--- src/rtl/adder_arbiter.sv ---
// Round-robin arbiter sharing one registered adder between two requesters.
// Each requester has a valid/ready request channel and a valid/ready response channel.

module adder_arbiter_add #(
   parameter int WIDTH = 32
) (
   input  logic [WIDTH-1:0] a_i,
   input  logic [WIDTH-1:0] b_i,
   output logic [WIDTH-1:0] sum_o,
   output logic             carry_o
);
   logic [WIDTH:0] full_sum;

   assign full_sum = {1'b0, a_i} + {1'b0, b_i};
   assign sum_o    = full_sum[WIDTH-1:0];
   assign carry_o  = full_sum[WIDTH];
endmodule

module adder_arbiter #(
   parameter int ADDER_WIDTH = 32
) (
   input  logic                   CLK,
   input  logic                   RST_N,
   input  logic                   REQ0_VALID,
   input  logic [ADDER_WIDTH-1:0] REQ0_A,
   input  logic [ADDER_WIDTH-1:0] REQ0_B,
   output logic                   REQ0_READY,
   input  logic                   REQ1_VALID,
   input  logic [ADDER_WIDTH-1:0] REQ1_A,
   input  logic [ADDER_WIDTH-1:0] REQ1_B,
   output logic                   REQ1_READY,
   output logic                   RSP0_VALID,
   input  logic                   RSP0_READY,
   output logic                   RSP1_VALID,
   input  logic                   RSP1_READY,
   output logic [ADDER_WIDTH-1:0] RSP_SUM,
   output logic                   RSP_CARRY
);
   typedef enum logic {S_EMPTY = 1'b0, S_FULL = 1'b1} state_t;

   state_t                 state_q, state_d;
   logic                   owner_q, owner_d;
   logic                   prio_q, prio_d;
   logic [ADDER_WIDTH-1:0] sum_q, sum_d;
   logic                   carry_q, carry_d;

   logic                   rsp_full;
   logic                   grant0, grant1;
   logic                   drain, can_accept, accept;
   logic [ADDER_WIDTH-1:0] op_a, op_b, add_sum;
   logic                   add_carry;

   assign rsp_full = (state_q == S_FULL);

   // Both valid: PRIO picks the winner; otherwise the lone requester wins.
   assign grant0 = REQ0_VALID & (~REQ1_VALID | ~prio_q);
   assign grant1 = REQ1_VALID & (~REQ0_VALID | prio_q);

   assign drain      = rsp_full & (owner_q ? RSP1_READY : RSP0_READY);
   assign can_accept = ~rsp_full | drain;

   assign REQ0_READY = grant0 & can_accept;
   assign REQ1_READY = grant1 & can_accept;
   assign accept     = (REQ0_VALID & REQ0_READY) | (REQ1_VALID & REQ1_READY);

   assign op_a = grant1 ? REQ1_A : REQ0_A;
   assign op_b = grant1 ? REQ1_B : REQ0_B;

   adder_arbiter_add #(.WIDTH(ADDER_WIDTH)) u_add (
      .a_i     (op_a),
      .b_i     (op_b),
      .sum_o   (add_sum),
      .carry_o (add_carry)
   );

   always_comb begin
      state_d = state_q;
      owner_d = owner_q;
      prio_d  = prio_q;
      sum_d   = sum_q;
      carry_d = carry_q;
      case (state_q)
         S_EMPTY: if (accept) state_d = S_FULL;
         S_FULL:  if (drain && !accept) state_d = S_EMPTY;
         default: state_d = S_EMPTY;
      endcase
      if (accept) begin
         sum_d   = add_sum;
         carry_d = add_carry;
         owner_d = grant1;
         prio_d  = ~grant1;
      end
   end

   always_ff @(posedge CLK or negedge RST_N) begin
      if (!RST_N) begin
         state_q <= S_EMPTY;
         owner_q <= 1'b0;
         prio_q  <= 1'b0;
         sum_q   <= '0;
         carry_q <= 1'b0;
      end else begin
         state_q <= state_d;
         owner_q <= owner_d;
         prio_q  <= prio_d;
         sum_q   <= sum_d;
         carry_q <= carry_d;
      end
   end

   assign RSP0_VALID = rsp_full & ~owner_q;
   assign RSP1_VALID = rsp_full & owner_q;
   assign RSP_SUM    = sum_q;
   assign RSP_CARRY  = carry_q;
endmodule
--- config.mk ---
export PLATFORM = sky130hd
export DESIGN_NAME = adder_arbiter
export DESIGN_NICKNAME = d
export VERILOG_FILES = /design/src/rtl/adder_arbiter.sv
export SDC_FILE = /design/constraint.sdc
export NUM_CORES = 1
export LEC_CHECK = 0
export CAP_MARGIN = 40
export CORE_ASPECT_RATIO = 2
export CORE_MARGIN = 1
export CORE_UTILIZATION = 35
export CTS_BUF_LIST = sky130_fd_sc_hd__clkbuf_2
export DETAILED_ROUTE_END_ITERATION = 6
export GPL_ROUTABILITY_DRIVEN = 0
export PLACE_DENSITY = 0.81
export SLEW_MARGIN = 20
export SYNTH_ARGS = -nofsm -noshare
export SYNTH_HDL_FRONTEND = slang
export SYNTH_SLANG_ARGS = --single-unit
--- constraint.sdc ---
create_clock -name CLK -period 3.9 [get_ports CLK]
set_input_delay 0.78 -clock CLK [delete_from_list [all_inputs] [get_ports CLK]]
set_output_delay 0.78 -clock CLK [all_outputs]
set_load 0.05 [all_outputs]
==> results.json <==
{
  "status": "completed",
  "wl_um": 13500,
  "yosys.area.top_type_share": 0.234,
  "fillers": 875,
  "p_seq_frac": 0.177,
  "synth_compound_area_frac": 0.221,
  "switching_share": 0.503,
  "rr_startpoint": "prio_q",
  "skew_ns": 0.0215,
  "ys_seq_elements": 36,
  "numPortBuffers": 170,
  "die_h_um": 150,
  "hold_violations": 0,
  "synth.area.mux_share": 0.200,
  "ctsHoldBuffers": 0,
  "synth_common_cells": "mux2_2, nand2_1, dfrtp_1",
  "num_vias": 4382,
  "grt_usage": 0.217,
  "first_pass_iters": 4,
  "internal_power_w": 0.00188,
  "period_needed_ns": 3.77,
  "final_nets": 856,
  "maxSlewHeadroom": 0.602,
  "drt_iter0_markers": 190,
  "grt_pass1_vias": 4495,
  "routedWlPerCell_um": 16.4,
  "critPathLaunch": "REQ1_VALID",
  "cts_max_level": 2,
  "dpl.hpwl_um": 10700,
  "p_sw_w": 0.00191,
  "setup_violations": 0,
  "cts_buffer_depth": 2,
  "cp.arrival_ns": 4.07,
  "synth_fp_nets": 605,
  "vias_per_cell": 5.30,
  "drcViolationCount": 0,
  "synth_top_area_cell": "dfrtp_1",
  "synth_top_family_by_area": "compound AO/OA/AOI/OAI gates",
  "synth_area_leaders": "dfrtp_1, mux2_2, ha_1, nand2_1, a21oi_1",
  "final_util": 0.624,
  "worstSetupEndpointType": "register",
  "p_leak_nw": 2.87,
  "async_reset_ff_frac": 1.00,
  "synth_cell_types": 65,
  "yosysSeqAreaShare": 0.234,
  "antenna_found_initial": 1,
  "fin_crit_sh": 0.966,
  "die-area_um2": 11500,
  "avgSynthCellArea_um2": 8.80,
  "synth_area_um2": 3850,
  "timing.rr.end": "RSP_SUM[31]",
  "postRouteAntennaNets": 0,
  "synthCells": 438,
  "tightest_slew_ns": 0.595,
  "grt_pass1_wl_um": 19900,
  "root_buffer": "clkbuf_2",
  "synth_xor_area_frac": 0.0523,
  "num_rows": 53,
  "critical_path_class": "in -> reg",
  "yosysMostFrequentCell": "mux2_2",
  "yosysWarnings": 0,
  "vdd_drop_max_uv": 300,
  "final_layout_size_suffix_gt1_frac": 0.296,
  "endpoint": "RSP_SUM[31]",
  "cts_tree": "done",
  "hold_path_class": "in -> async",
  "reg2reg_slack_ns": 0.46,
  "setup_tns_ns": 0,
  "grt_max_degree": 37,
  "core_um2": 10600,
  "ios": 171,
  "start_util": 0.363,
  "drv_slew": 0,
  "maxCapViolations": 0,
  "crit_fanout": 6,
  "p_per_area_nw_per_um2": 573,
  "synth_edf_count": 0,
  "clk_pin_slew_ns": 0.19,
  "dieWidth_um": 76.2,
  "area_delta_synth_final_pct": 71.8,
  "clk_latency_ns": 0.40,
  "ys.flop_type": "dfrtp_1",
  "critical_path.startpoint_type": "primary input",
  "fmax_ghz": 0.265,
  "synthAdderAreaFrac": 0.109,
  "p_clk_frac": 0.046,
  "clock_sinks": 36,
  "yosys.area_share.simple": 0.139,
  "overflow": 0,
  "r2r_cells": 14,
  "crit_required_ns": 4.21,
  "cts_made_buffers": 5,
  "comb_power_share": 0.777
}
[per-stage QoR]
step / std cells / area, um^2 / setup slack, ns / power [W] / hold WS (ns)
final: 827 / 6620 / 0.132 / 0.00379 / 0.164
after floorplan: 438 / 3860 / 0.0151 / 0.00238 / 0.484
after detailed placement: 810 / 6320 / -0.487 / 0.00348 / 0.462
after CTS: 817 / 6360 / 0.0128 / 0.00366 / 0.460
after global placement: 809 / 6290 / -0.368 / 0.00339 / 0.463
after global routing: 827 / 6620 / -0.0358 / 0.00399 / 0.129
[area by class of cell]
type | count | area, um^2 | area share
sequential | 36 | 901 | 0.136
timing repair buffer | 265 | 2520 | 0.381
inverter | 16 | 60.1 | 0.00907
antenna | 1 | 2.50 | 0.000378
multi-input combinational | 365 | 2930 | 0.443
tap | 137 | 171 | 0.0259
clock buffer | 6 | 30.0 | 0.00454
clock inverter | 1 | 5.00 | 0.000756
[sequential cells by signal (all words and copies together) (netlist names)]
name	count
RSP_SUM	32
RSP_CARRY	1
owner_q	1
prio_q	1
rsp_full	1
[cell usage in the layout, fill, tap and decap left out, drive strengths merged, types with 5 or more instances in the layout]
| master | count |
|---|---|
| a21o | 12 |
| ha | 32 |
| o21ai | 39 |
| clkbuf | 8 |
| clkdlybuf4s50 | 166 |
| xor2 | 7 |
| dfrtp | 36 |
| buf | 96 |
| nand4 | 6 |
| a31oi | 5 |
| inv | 16 |
| a21oi | 35 |
| nand3 | 13 |
| nor2 | 14 |
| mux2 | 65 |
| nor3 | 8 |
| xnor2 | 16 |
| nand2 | 54 |
[worst min-delay path by stage]
stage                     depth (start not counted)          to        from  slack [ns]
after floorplan                                   0   RSP_CARRY       RST_N        0.48
after global routing                              1     owner_q       RST_N        0.13
after global placement                            2  RSP_SUM[7]  RSP_SUM[7]        0.46
after detailed placement                          2  RSP_SUM[0]  RSP_SUM[0]        0.46
after CTS                                         1     owner_q       RST_N        0.46
final                                             1     owner_q       RST_N        0.16
[power groups by stage]
stage / logic, W / clock network (W) / registers [W]
6_report: 0.00294 / 0.000175 / 0.000670
5_1_grt: 0.00310 / 0.000191 / 0.000694
3_5_place_dp: 0.00280 / 0 / 0.000681
4_1_cts: 0.00281 / 0.000175 / 0.000671
3_3_place_gp: 0.00272 / 0 / 0.000671
2_1_floorplan: 0.00113 / 0 / 0.00125
[logic make-up (layout without fill, tap and decap cells)]
group,count (synthesis),in the layout
AO/OA/AOI/OAI,127,127
XOR/XNOR,23,23
adder cells (fa/ha/maj),33,33
buffers and inverters,37,288
flip-flops,36,36
multiplexers,69,69
other,0,1
AND/OR/NAND/NOR,113,113
[metal layers]
metal	global-route usage	up-vias	routed length, um	share of wire
met5	0	-	0	0
met4	0.123	0	694	0.051
met3	0.0218	45	555	0.041
met2	0.457	175	7840	0.58
met1	0.193	2052	4450	0.33
li1	-	2110	-	-
[worst max-delay path, stage by stage]
cell and delay, ns:
clkdlybuf4s50_1 0.53, o21ai_4 0.08, buf_12 0.14, clkbuf_16 0.16, buf_4 0.15, mux2_2 0.27
ha_1 0.21, a21o_1 0.18, a32o_2 0.27, o22a_1 0.23, o2bb2ai_2 0.15, a211oi_4 0.26
a31oi_1 0.14, and4b_1 0.19, or3_1 0.31
[repair_timing]
action	4_1_cts	5_1_grt
buffers inserted	0	5
cloned	0	3
pin swaps	2	16
endpoints found under the setup margin	2	15
gates resized for setup	1	22
No activity file was read; power rests on OpenSTA's default activity.
